File: src/rtl/anet_deser.sv
// Serial-to-parallel loader for the ANet bus: collects WIDTH bits from a valid/ready
// stream and publishes the complete word on anet only once it is fully assembled.
module anet_deser #(
    parameter int WIDTH     = 4,
    parameter int LSB_FIRST = 1,
    parameter int ERR_W     = 8
) (
    input  logic             clk,
    input  logic             rst,
    input  logic             sin_valid,
    input  logic             sin_data,
    input  logic             sin_last,
    output logic             sin_ready,
    output logic [WIDTH-1:0] anet,
    output logic             anet_valid,
    input  logic             anet_ack,
    output logic             frame_err,
    output logic [ERR_W-1:0] err_cnt
);

    localparam int CNT_W = (WIDTH > 2) ? $clog2(WIDTH) : 1;
    localparam logic [CNT_W-1:0] LAST_POS = CNT_W'(WIDTH - 1);
    localparam logic [ERR_W-1:0] ERR_MAX  = {ERR_W{1'b1}};

    typedef enum logic {
        SHIFT = 1'b0,
        HOLD  = 1'b1
    } state_t;

    state_t           state;
    logic [CNT_W-1:0] cnt;
    logic [WIDTH-1:0] shadow;
    logic [WIDTH-1:0] merged;
    logic [CNT_W-1:0] pos;
    logic             accept;

    assign sin_ready = (state == SHIFT) && !rst;
    assign accept    = sin_valid && sin_ready;

    // Shadow word with the incoming bit dropped into its slot; only a full word reaches anet.
    always_comb begin
        pos    = (LSB_FIRST != 0) ? cnt : (LAST_POS - cnt);
        merged = shadow;
        merged[pos] = sin_data;
    end

    always_ff @(posedge clk) begin
        if (rst) begin
            state      <= SHIFT;
            cnt        <= '0;
            shadow     <= '0;
            anet       <= '0;
            anet_valid <= 1'b0;
            frame_err  <= 1'b0;
            err_cnt    <= '0;
        end else begin
            frame_err <= 1'b0;
            case (state)
                SHIFT: begin
                    if (accept) begin
                        if (cnt == LAST_POS) begin
                            anet       <= merged;
                            anet_valid <= 1'b1;
                            state      <= HOLD;
                            cnt        <= '0;
                            shadow     <= '0;
                        end else if (sin_last) begin
                            // Short frame: discard the partial word, count it, stay collecting.
                            cnt       <= '0;
                            shadow    <= '0;
                            frame_err <= 1'b1;
                            if (err_cnt != ERR_MAX)
                                err_cnt <= err_cnt + 1'b1;
                        end else begin
                            shadow <= merged;
                            cnt    <= cnt + 1'b1;
                        end
                    end
                end
                HOLD: begin
                    if (anet_ack) begin
                        anet_valid <= 1'b0;
                        state      <= SHIFT;
                    end
                end
                default: state <= SHIFT;
            endcase
        end
    end

endmodule

File: config.mk
export PLATFORM = sky130hd
export DESIGN_NAME = anet_deser
export DESIGN_NICKNAME = d
export VERILOG_FILES = /design/src/rtl/anet_deser.sv
export SDC_FILE = /design/constraint.sdc
export NUM_CORES = 1
export LEC_CHECK = 0
export ABC_AREA = 1
export BUFFER_PORTS_ARGS = -buffer_cell sky130_fd_sc_hd__clkbuf_2
export CORE_AREA = 2 2 51 53
export DETAILED_ROUTE_END_ITERATION = 10
export DIE_AREA = 0 0 53 55
export PLACE_DENSITY = 0.68
export SLEW_MARGIN = 20
export SYNTH_ARGS = -nofsm -noshare
export SYNTH_HDL_FRONTEND = slang
export SYNTH_SLANG_ARGS = --single-unit
File: constraint.sdc
create_clock -name clk -period 2 [get_ports clk]
set_clock_uncertainty 0.1 [all_clocks]
set_input_delay 0.4 -clock clk [delete_from_list [all_inputs] [get_ports clk]]
set_output_delay 0.4 -clock clk [all_outputs]
set_load 0.01 [all_outputs]
==> out/summary.log <==
qor: timing.final.setup.tns 0 ps
qor: placement.placement.io_buffers 20
qor: synth.synth.ff_latch_count 20
qor: drt.drt_first_iter_violations 12
qor: pwr.total_leakage_power 0.533 nW
qor: placement.gp_congestion 0.814
qor: cts.clkTransAtPathRegs 120 ps
qor: setup_path.timing.critical_path.cells ha_1 > inv_2 > nand2_2 > nor2_8 > nand2_4 > inv_2 > nand2_1 > nand2_1 > nor2_1
qor: pwr.internal_power 0.624 mW
qor: grt.initial_antenna_violation_count 0
qor: setup_path.worst_path_dominant_cell_family simple AND/OR/NAND/NOR gates
qor: setup_path.crit_path_max_fanout 10
qor: finish.num-fill-cells 240
qor: synth.ys_seq_area_frac 0.393
qor: status.status finished clean
qor: cts.hold_buffers 0
qor: timing.grt_setup_unrepaired false
qor: drt.drt_pass1_iterations 4
qor: synth.post_syn_area_per_cell 7.12 sq um
qor: pwr.power.net_switching 0.164 mW
qor: pwr.p_clk_frac 0.412
qor: setup_path.timing.reg2reg.worst_path_depth 9
qor: drt.drt.antenna.violating_nets 0
qor: placement.dp_cells 192
qor: pwr.power-per-cell-area 653 mW/mm^2
qor: drt.remaining_drc_errors 0
qor: grt.overflow 0
qor: synth.post-synth-top-area-fraction 0.393
qor: min_path.timing.hold.worst_endpoint state
qor: finish.multiInputGateArea 536 sq um
qor: die.design.portCount 21
qor: timing.hold_slack 262 ps
qor: timing.finalCritPeriodShare 0.768
qor: cts.clock_insertion_delay_worst_skew 300 ps
qor: timing.final.min_clock_period 1540 ps
qor: timing.drv_slew 0
qor: synth.yosys-top-cells-area dfxtp_1, nand2_1, a21oi_1, inv_1, ha_1
qor: finish.layout.area.seq 400 sq um
qor: setup_path.start_kind flip-flop
qor: timing.tightest_pin_transition 332 ps
qor: drt.drt-wirelength-per-cell 10.2 um
qor: timing.finalHoldViolCount 0
qor: setup_path.critical_path.n_buffers_inverters 2
qor: die.rows 18
qor: setup_path.crit_path_top_delay_cell dfxtp_1
qor: finish.mostFrequentLayoutCells nand2_1, dfxtp_1, clkbuf_2, inv_1, a21oi_1
qor: finish.finish.instance_area 0.00120 sq mm
qor: drt.maxUsedRoutingLayer met4
qor: timing.fmax 651 MHz
qor: setup_path.endpoint_arrival_time_on_the_critical_path 1630 ps
qor: drt.wl_met3 78 um
qor: setup_path.worstReg2RegEnd err_cnt[0]
qor: cts.post_cts.repair.setup_buffers 0
qor: pwr.power.combinational.fraction 0.069
qor: finish.layout_commonest_cell nand2_1
qor: synth.synthesis.instances 143
qor: pwr.fin_total_pwr 0.787 mW
qor: min_path.worstHoldPathCells 4
qor: cts.cts-buffers-inserted 3
qor: drt.detailed_route_wire_length_on_metal_1 895 um
qor: setup_path.crit_start cnt[0]
qor: grt.grt_pass1_vias 809
qor: pwr.power.share.switching 0.208
qor: timing.timing.max_slew.rel_slack 0.779
qor: die.chipHeight 55 um
qor: setup_path.critical_path.endpoint_type flip-flop
qor: synth.ys_types 20
qor: synth.synth.yosys.warnings 0
qor: drt.vias 922
qor: die.die_w 53 um
qor: cts.clkSinkCount 20
qor: die.floorplan.initialDensity 0.431
qor: synth.post-synth-top-area-cell dfxtp_1
qor: setup_path.r2r_slack 460 ps
qor: cts.ctsHtreeMaxLevel 1
qor: finish.finish.utilization 0.510
qor: finish.post_route_cells_drive_above_1_share 0.223
qor: min_path.timing.hold.worst.start anet_ack
qor: cts.cts_tree built
qor: setup_path.crit_path_max_incr_delay 370 ps
qor: finish.area_growth_syn_to_layout 18.3%
qor: finish.post_layout_nonfiller_instances 196
qor: cts.ctsLongestPathBuffers 2
qor: placement.placement.setup.worst_slack 398 ps
qor: grt.grt_first_pass_wirelength 3230 um
qor: placement.dp_hpwl 1590 um
qor: cts.ctsRootBufferMaster clkbuf_4
qor: min_path.type_of_the_tightest_min_delay_check in2reg
qor: setup_path.timing_worst_setup_path_type reg2reg
qor: die.die_area 0.00292 sq mm
qor: placement.post_dp_cell_area 0.00115 sq mm
qor: die.core_area 0.00236 sq mm
qor: grt.grt_util_all_layers 0.150
qor: finish.nNetsFinal 178
qor: drt.per_cell_via_count_in_the_routed_design 4.70
qor: synth.synth_area 0.00102 sq mm
qor: timing.setup_viol_count_final 0
qor: setup_path.timing.rr.start cnt[0]
qor: finish.n_antenna_cell 0
qor: pwr.share_seq_of_total_power 0.519
qor: pwr.vdd.ir_drop.worst 0.329 mV
qor: flow_run.cap_violations 0
qor: grt.maximum_number_of_pins_on_one_net_before_global_route_repair 16
qor: synth.synthesis.nets 154
qor: cts.cts_resized 0
qor: drt.totalWireLength 2000 um
qor: setup_path.worstPathRequired 2100 ps
qor: timing.layout_setup_ws 463 ps
qor: drt.dr_wl_met2 1010 um
power by group through the flow:
stage          Combinational (mW)  Sequential, mW  Clock (mW)
6_report                   0.0542           0.408       0.325
5_1_grt                    0.0606           0.409       0.350
4_1_cts                    0.0545           0.409       0.332
3_5_place_dp               0.0545           0.418           0
3_3_place_gp               0.0527           0.417           0
2_1_floorplan              0.0339           0.418           0
synth_stat cells (all sizes together):
library cell	instances
a21oi	14
nor3	2
nand3	9
nor2	15
xor2	1
o21ai	7
clkbuf	1
dfxtp	20
nand4	2
nand2	46
inv	21
ha	5
sequential cells by signal (all words and copies together), names as in the netlist:
signal	flops
shadow	3
err_cnt	8
anet	4
cnt	2
anet_valid	1
state	1
frame_err	1
tightest hold or removal path, delay by kind of cell:
family | cells | cell delay (ps)
AOI/OAI and AO/OA | 1 | 60
buffers and inverters | 2 | 120
and+or+nand+nor | 1 | 40
worst max path at each step:
| stage | depth (start not counted) | to | slack [ps] |
|---|---|---|---|
| final | 9 | err_cnt[0] | 460 |
| after CTS | 9 | err_cnt[0] | 450 |
| after global placement | 9 | err_cnt[0] | 450 |
| after detailed placement | 9 | err_cnt[0] | 400 |
| after global routing | 9 | err_cnt[0] | 360 |
| after floorplan | 8 | err_cnt[1] | 600 |
per-layer routing:
| layer | global-route usage | vias to the layer above |
|---|---|---|
| li1 | - | 494 |
| met1 | 0.169 | 412 |
| met2 | 0.285 | 14 |
| met3 | 0.0161 | 2 |
| met4 | 0.0641 | 0 |
| met5 | 0 | - |
logic make-up after synthesis:
| family | after synthesis | share of synthesized area |
|---|---|---|
| adders and majority gates | 5 | 0.0614 |
| xor gates and xnor gates | 1 | 0.00860 |
| AOI/OAI and AO/OA | 21 | 0.103 |
| DFF | 20 | 0.393 |
| and+or+nand+nor | 74 | 0.353 |
| buffers and inverters | 22 | 0.0811 |
layout make-up:
type                       count  area share
clock buffer                   3      0.0187
multi-input combinational    101       0.444
inverter                      21      0.0654
clock inverter                 1      0.0249
sequential                    20       0.332
tap                           30      0.0312
timing repair buffer          20      0.0831
Power figures use the tool's default switching activity.
